`config.mk`:
```
export PLATFORM = sky130hd
export DESIGN_NAME = pkt_sche_v0_2
export DESIGN_NICKNAME = d
export VERILOG_FILES = /design/src/rtl/pkt_sche_v0_2.sv
export SDC_FILE = /design/constraint.sdc
export NUM_CORES = 2
export LEC_CHECK = 0
export ABC_AREA = 1
export CORE_ASPECT_RATIO = 1.25
export CORE_MARGIN = 2
export CORE_UTILIZATION = 40
export CTS_CLUSTER_DIAMETER = 80
export DETAILED_ROUTE_END_ITERATION = 16
export SYNTH_ARGS = -nofsm -noshare
export SYNTH_HDL_FRONTEND = slang
export SYNTH_SLANG_ARGS = --single-unit
```
`constraint.sdc`:
```
create_clock -name clk -period 4.9 [get_ports clk]
set_input_delay 0.49 -clock clk [delete_from_list [all_inputs] [get_ports clk]]
set_output_delay 0.49 -clock clk [all_outputs]
set_load 0.03 [all_outputs]
```
`src/rtl/pkt_sche_v0_2.sv`:
```
// Packet scheduler: one urgent FIFO plus NUM_CLASS class FIFOs feeding a
// single output register; strict-priority or round-robin class pick.
module pkt_sche_v0_2 #(
  parameter int DWIDTH      = 32,
  parameter int PRIOR_WIDTH = 6,
  parameter int NUM_CLASS   = 4,
  parameter int DEPTH       = 16,
  parameter int SCHED_MODE  = 0,
  parameter int URG_BURST   = 4
) (
  input  logic                         clk,
  input  logic                         rst,
  output logic                         ready,
  output logic                         in_ready,
  input  logic                         in_enque_en,
  input  logic                         in_ugr_en,
  input  logic [PRIOR_WIDTH-1:0]       in_prior,
  input  logic [DWIDTH-1:0]            in_data,
  output logic                         out_valid,
  input  logic                         out_deque_en,
  output logic [DWIDTH-1:0]            out_data,
  output logic                         out_urgent,
  output logic [$clog2(NUM_CLASS)-1:0] out_class,
  output logic [15:0]                  drop_cnt
);

  localparam int CW = $clog2(NUM_CLASS);
  localparam int AW = $clog2(DEPTH);
  localparam int NF = NUM_CLASS + 1;
  localparam int IW = CW + 1;
  localparam int RW = $clog2(URG_BURST + 1);

  localparam logic [IW-1:0] URG_IDX  = IW'(NUM_CLASS);
  localparam logic [AW:0]   FULL_CNT = (AW + 1)'(DEPTH);
  localparam logic [RW-1:0] RUN_MAX  = RW'(URG_BURST);

  logic [DWIDTH-1:0] mem_q [NF][DEPTH];

  logic [AW-1:0] wr_ptr_q [NF];
  logic [AW-1:0] wr_ptr_d [NF];
  logic [AW-1:0] rd_ptr_q [NF];
  logic [AW-1:0] rd_ptr_d [NF];
  logic [AW:0]   cnt_q    [NF];
  logic [AW:0]   cnt_d    [NF];

  logic              ready_q, ready_d;
  logic              out_valid_q, out_valid_d;
  logic [DWIDTH-1:0] out_data_q, out_data_d;
  logic              out_urgent_q, out_urgent_d;
  logic [CW-1:0]     out_class_q, out_class_d;
  logic [15:0]       drop_cnt_q, drop_cnt_d;
  logic [CW-1:0]     rr_ptr_q, rr_ptr_d;
  logic [RW-1:0]     urg_run_q, urg_run_d;

  logic [IW-1:0] tgt;
  logic          push;
  logic [NF-1:0] ne;
  logic          any_cls;
  logic          urg_win;
  logic [CW-1:0] cls_sel;
  logic          found;
  logic [CW-1:0] rr_idx;
  logic          load;
  logic          gnt_urg;
  logic          gnt_cls;
  logic          gnt;
  logic [IW-1:0] gnt_idx;
  logic          push_i;
  logic          pop_i;
  logic          unused_prior;

  assign unused_prior = ^in_prior;

  assign ready      = ready_q;
  assign out_valid  = out_valid_q;
  assign out_data   = out_data_q;
  assign out_urgent = out_urgent_q;
  assign out_class  = out_class_q;
  assign drop_cnt   = drop_cnt_q;

  always_comb begin
    tgt = in_ugr_en ? URG_IDX
                    : {1'b0, in_prior[PRIOR_WIDTH-1 -: CW]};
    in_ready = (cnt_q[tgt] != FULL_CNT);
    push     = in_enque_en && in_ready;

    for (int i = 0; i < NF; i++) begin
      ne[i] = (cnt_q[i] != '0);
    end
    any_cls = |ne[NUM_CLASS-1:0];
    urg_win = ne[NUM_CLASS] &&
              !((urg_run_q == RUN_MAX) && any_cls);

    // Class pick: highest index, or first at/after rr_ptr
    cls_sel = '0;
    found   = 1'b0;
    rr_idx  = '0;
    if (SCHED_MODE == 0) begin
      for (int i = 0; i < NUM_CLASS; i++) begin
        if (ne[i]) cls_sel = CW'(i);
      end
    end else begin
      for (int k = 0; k < NUM_CLASS; k++) begin
        rr_idx = rr_ptr_q + CW'(k);
        if (!found && ne[rr_idx]) begin
          cls_sel = rr_idx;
          found   = 1'b1;
        end
      end
    end

    load    = !out_valid_q || out_deque_en;
    gnt_urg = load && urg_win;
    gnt_cls = load && !urg_win && any_cls;
    gnt     = gnt_urg || gnt_cls;
    gnt_idx = gnt_urg ? URG_IDX : {1'b0, cls_sel};
  end

  always_comb begin
    push_i = 1'b0;
    pop_i  = 1'b0;
    for (int i = 0; i < NF; i++) begin
      wr_ptr_d[i] = wr_ptr_q[i];
      rd_ptr_d[i] = rd_ptr_q[i];
      cnt_d[i]    = cnt_q[i];
      push_i = push && (tgt == IW'(i));
      pop_i  = gnt && (gnt_idx == IW'(i));
      if (push_i) wr_ptr_d[i] = wr_ptr_q[i] + 1'b1;
      if (pop_i)  rd_ptr_d[i] = rd_ptr_q[i] + 1'b1;
      unique case ({push_i, pop_i})
        2'b10:   cnt_d[i] = cnt_q[i] + 1'b1;
        2'b01:   cnt_d[i] = cnt_q[i] - 1'b1;
        default: cnt_d[i] = cnt_q[i];
      endcase
    end
  end

  always_comb begin
    ready_d      = 1'b1;
    out_valid_d  = out_valid_q;
    out_data_d   = out_data_q;
    out_urgent_d = out_urgent_q;
    out_class_d  = out_class_q;
    drop_cnt_d   = drop_cnt_q;
    rr_ptr_d     = rr_ptr_q;
    urg_run_d    = urg_run_q;

    if (load) begin
      out_valid_d = gnt;
      if (gnt) begin
        out_data_d   = mem_q[gnt_idx][rd_ptr_q[gnt_idx]];
        out_urgent_d = gnt_urg;
        out_class_d  = gnt_urg ? '0 : cls_sel;
      end
      if (!ne[NUM_CLASS]) begin
        urg_run_d = '0;
      end else if (gnt_urg) begin
        if (urg_run_q != RUN_MAX) urg_run_d = urg_run_q + 1'b1;
      end else if (gnt_cls) begin
        urg_run_d = '0;
      end
    end

    if (gnt_cls && (SCHED_MODE != 0)) begin
      rr_ptr_d = cls_sel + 1'b1;
    end

    if (in_enque_en && !in_ready && (drop_cnt_q != 16'hFFFF)) begin
      drop_cnt_d = drop_cnt_q + 16'd1;
    end
  end

  always_ff @(posedge clk) begin
    if (rst) begin
      ready_q      <= 1'b0;
      out_valid_q  <= 1'b0;
      out_data_q   <= '0;
      out_urgent_q <= 1'b0;
      out_class_q  <= '0;
      drop_cnt_q   <= '0;
      rr_ptr_q     <= '0;
      urg_run_q    <= '0;
      for (int i = 0; i < NF; i++) begin
        wr_ptr_q[i] <= '0;
        rd_ptr_q[i] <= '0;
        cnt_q[i]    <= '0;
      end
    end else begin
      ready_q      <= ready_d;
      out_valid_q  <= out_valid_d;
      out_data_q   <= out_data_d;
      out_urgent_q <= out_urgent_d;
      out_class_q  <= out_class_d;
      drop_cnt_q   <= drop_cnt_d;
      rr_ptr_q     <= rr_ptr_d;
      urg_run_q    <= urg_run_d;
      for (int i = 0; i < NF; i++) begin
        wr_ptr_q[i] <= wr_ptr_d[i];
        rd_ptr_q[i] <= rd_ptr_d[i];
        cnt_q[i]    <= cnt_d[i];
      end
    end
  end

  // Storage is not cleared; pointers and counts define validity
  always_ff @(posedge clk) begin
    if (!rst && push) begin
      mem_q[tgt][wr_ptr_q[tgt]] <= in_data;
    end
  end

endmodule

```
# Word level (Yosys, flattened, before mapping)
# Memories as Yosys holds them, arrays and structs flattened.
# Index checks and enable logic that the tools add are counted.
# totals
register_bits	56
latch_bits	0
mem_bits_rw	2625
romBits	0
inputBits	43
out_inout_bits	54
word_cells	164
mem_count	4
# classes
n_addsub	22
multipliers	0
n_div	0
order_cmp	3
eq_ne	24
n_shift	0
n_mux	50
n_bitwise	17
reduce_logical	37
# mem_list
memory	depth	word_bits	read_ports	rd_clocked_by_memory_dff	wr	line_no	text
mem_q	5	512	1	0	1	37	logic [DWIDTH-1:0] mem_q [NF][DEPTH];
cnt_q	5	5	6	0	5	43	logic [AW:0] cnt_q [NF];
rd_ptr_q	5	4	6	0	5	41	logic [AW-1:0] rd_ptr_q [NF];
wr_ptr_q	5	4	6	0	5	39	logic [AW-1:0] wr_ptr_q [NF];
# op_table
cell	count
2-to-1 mux 512 bit	1
binary-select mux 32 bit (select 4 bit)	1
demux 32 bit (select 4 bit)	1
2-to-1 mux 32 bit	3
2-to-1 mux 4 bit	20
one-hot mux 5 bit (2 select lines)	5
adder 4 x 1 -> 4 bit (second input constant)	10
adder 5 x 1 -> 5 bit (second input constant)	5
2-to-1 mux 5 bit	5
nonzero test 5 bit	5
subtractor 5 x 1 -> 5 bit (second input constant)	5
logical AND 1 bit	20
2-to-1 mux 3 bit	6
adder 16 x 1 -> 16 bit (second input constant)	1
!= test 16 bit (second input constant)	1
bitwise OR 1 bit	15
equality test 3 x 2 -> 1 bit (second input constant)	4
equality test 2 x 1 -> 1 bit (second input constant)	5
equality test 2 bit (second input constant)	5
>= comparator 5 bit (second input constant)	2
inverter 4 -> 5 bit	2
equality test 3 bit (second input constant)	3
equality test 3 x 1 -> 1 bit (second input constant)	2
zero test 3 bit	2
other kinds (13)	24

# Logic depth before layout (Yosys ltp)
# An unclocked memory read counts as a cell.
# logic_depth
depth_word	14
ltp_mapped	23
mapped_depth_nobuf	23

# Worst setup path before layout
# Ideal clock, no wire load.
# synth_path
path_type	in2reg
from	input in_ugr_en
to	memory mem_q[0][0] in the netlist's numbering, enable pin
setup_time_ns	0.421
t_arrival_ns	3.480
required_time_ns	4.479
setup_slack_ns	0.999
stages	13
n_path_buf	0
path_cell_list	inv_2 nand2_1 nor2_4 clkinv_1 a31oi_1 nor2_1 nand3_1 nand2_1 nor2_4 nand2_1 nor3_2 nand2_1 nor2_1
# synth_between
elab_chain_cells	8
# synth_lines
item	line_no	text
start, declared	16	input logic in_ugr_en,
2-to-1 mux 3 bit *	82	tgt = in_ugr_en ? URG_IDX
memory read (5 x 4 bit)	-	
inverter 4 -> 5 bit (not written as such)	208	mem_q[tgt][wr_ptr_q[tgt]] <= in_data;
>= comparator 5 bit (not written as such) or less-than comparator 5 x 1 -> 1 bit (tied branches)	208	
logical AND 1 bit (not written as such)	208	
2-to-1 mux 32 bit (not written as such)	208	
demux 32 bit (select 4 bit)	208	
2-to-1 mux 512 bit (not written as such)	208	
end, declared	37	
# Mark *: on every way between the ends. The rest lies on a longest branch, timed or not.

==> results.toml <==
[placed_design]
dpl.hpwl_um = 201000
gp_congestion = 0.928
place_area_um2 = 118000
dp.cells = 12927
portBuffers = 92

[floorplan]
rows = 215
die_y_um = 591
core_um2 = 274000
initial_utilization_pct = 40.2
die_w_um = 473
die_area_um2 = 280000
ios = 97

[detailed_routing]
ant_nets = 0
drt_iter0_drc = 8537
dr.pass1.iters = 6
viasPerCell = 5.56
routed_wl_um = 350000
drcViolationCount = 0
wl_per_cell_um = 26.1
via_count = 74476

[timing]
worst_slew_pin_slew_ps = 1300
fin_crit_ps = 4450
fmax_ghz = 0.225
setup-tns-final_ps = 0
setup_viol = 0
final.setup_skew_ps = 79.0
slew_headroom_pct = 13.3
rsz0062_at_grt = "no"
drv_slew = 0
period_share_pct = 90.9
finalHoldViolations = 0

[cts]
clock-sinks = 2681
htreeDepth = 4
clockBufferDepth = 4
tritoncts = "yes"
clockRootBuffer = "clkbuf_16"
insertion_delay_ps = 940
holdBufCountCts = 9
cts_buffers = 249
cts_resized = 0
clk_pin_slew_ps = 70
post-cts-setup-buffers = 0

[synthesis]
yosys.cell_types.count = 55
synthCells = 9437
synth_area_leaders = "edfxtp_1 70%, nand2_1 10%, nand3_1 4.2%"
synth-seq-cells = 2681
synth_top_area_share_pct = 69.8
synth_ff_type = "edfxtp_1"
yosysTopAreaCell = "edfxtp_1"
synth_most_common_cell = "nand2_1"
synth_common_cells = "3023 x nand2_1, 2560 x edfxtp_1, 924 x nand3_1, 524 x inv_1, 348 x nor2_1"
synth-edff-count = 2560
async_flop_share_pct = 0
yosys_warnings = 0
seq_area_frac_synth_pct = 72.0
syn-num-nets = 9518
synth_area_um2 = 110000
synth_area_per_cell_um2 = 11.7

[final_layout]
filler_cell_count = 24212
utilization_pct = 46.0
areaGrowthSynthToFinish_pct = 14.6
final_area_um2 = 126000
stdcell_count = 13401
nNetsFinal = 9688
drive_above_1_share_pct = 11.1

[setup_path]
worstSetupStartpointType = "register"
cp-end-kind = "register"
path_max_fanout = 52
critPathRequiredTime_ps = 5760
crit_arrival_ps = 5320
criticalPathCategory = "reg -> reg"

[global_route]
grt_pass1_vias = 71565
grt_max_degree = 169
grt-ovfl-total = 0
grt_pass1_wl_um = 501000
antenna_found_initial = 24
grt_util_all_layers_pct = 24.5

[hold_path]
holdCritPathClass = "in -> reg"

[status]
outcome = "completed"

[flow_run]
cap_violations = 0
[kinds of logic after synthesis]
kind of cell	count (synthesis)	share of synthesized area, %
xor+xnor	11	0.0875
compound gates	728	4.02
buf+inv	1078	4.16
flops	2681	72.0
fa+ha+maj	38	0.466
simple gates	4873	19.0
mux	28	0.254
[cell type report]
| class | instances | area (um2) | area share [%] |
|---|---|---|---|
| multi-input cells | 5678 | 27000 | 21.4 |
| clock inverters | 157 | 1840 | 1.46 |
| repair buffers | 464 | 5040 | 3.99 |
| well taps | 3580 | 4480 | 3.55 |
| flip-flops and latches | 2681 | 79300 | 62.8 |
| diodes | 6 | 15.0 | 0.0119 |
| clock buffers | 302 | 6520 | 5.17 |
| inverters | 533 | 2010 | 1.59 |
[critical path, cell delays in order, from the launching register on]
cell      delay [ps]
dfxtp_1          350
nor2_1           250
nand3_4          160
nor2_4           230
nand2_1          100
nand2_1          130
nand3_4          160
nand2_4          220
buf_4            530
buf_4            640
nand2_1          110
nand2_1           90
nand2_1           50
nand2_1           90
a21boi_0          90
nand2_1           90
nand3_1          230
nand3_1          400
nand3_1          140
nand3_1          120
nand2_1           60
inv_1             40
[layout by cell type, fill, tap and decap left out, types with 87 or more instances in the layout]
cell       count
nand3_1      923
o21ai_0      138
nand2_1     3021
edfxtp_1    2560
nand4_1      317
buf_4        284
o21bai_1     122
o31ai_1      142
nor2_1       266
a21oi_1      190
nor2_4        87
clkbuf_16    252
inv_1        519
buf_12       111
o21ai_1       87
dfxtp_1      121
or2_2        216
[path summary, 6_finish.rpt]
path / startpoint / end / slack [ps] / cells after the start
worst min register to register: urg_run_q[2] / urg_run_q[2] / 470 / 1
worst min-delay path: in_data[31] / mem_q[0][255] / 40 / 1
worst max-delay path: cnt_q[3][1] / out_data[11] / 450 / 21
worst max register to register: cnt_q[3][1] / out_data[11] / 450 / 21
[sequential cells by signal, summed over array words and instances, names as in the netlist]
register	flops
ready	1
cnt_q	25
wr_ptr_q	20
mem_q	2560
out_urgent	1
rd_ptr_q	20
out_data	32
out_class	2
urg_run_q	3
drop_cnt	16
out_valid	1
[through the flow]
| stage | hold slack (ps) | setup slack (ps) |
|---|---|---|
| 3_5_place_dp | 454 | 204 |
| 5_1_grt | 31.6 | 241 |
| 2_1_floorplan | 422 | 999 |
| 4_1_cts | 10.1 | 478 |
| 6_report | 40.4 | 447 |
| 3_3_place_gp | 432 | 232 |
[metal layers]
layer	GRT usage, %	up-vias	share of wire (%)
met3	3.52	736	8.7
li1	-	33118	-
met5	0	-	0.0097
met1	31.9	37101	38
met4	11.5	6	5.3
met2	40.6	3515	48
Power is left out: the tool's default activity adds up to more than one toggle a clock period on the data nets, which glitch-free logic cannot reach.
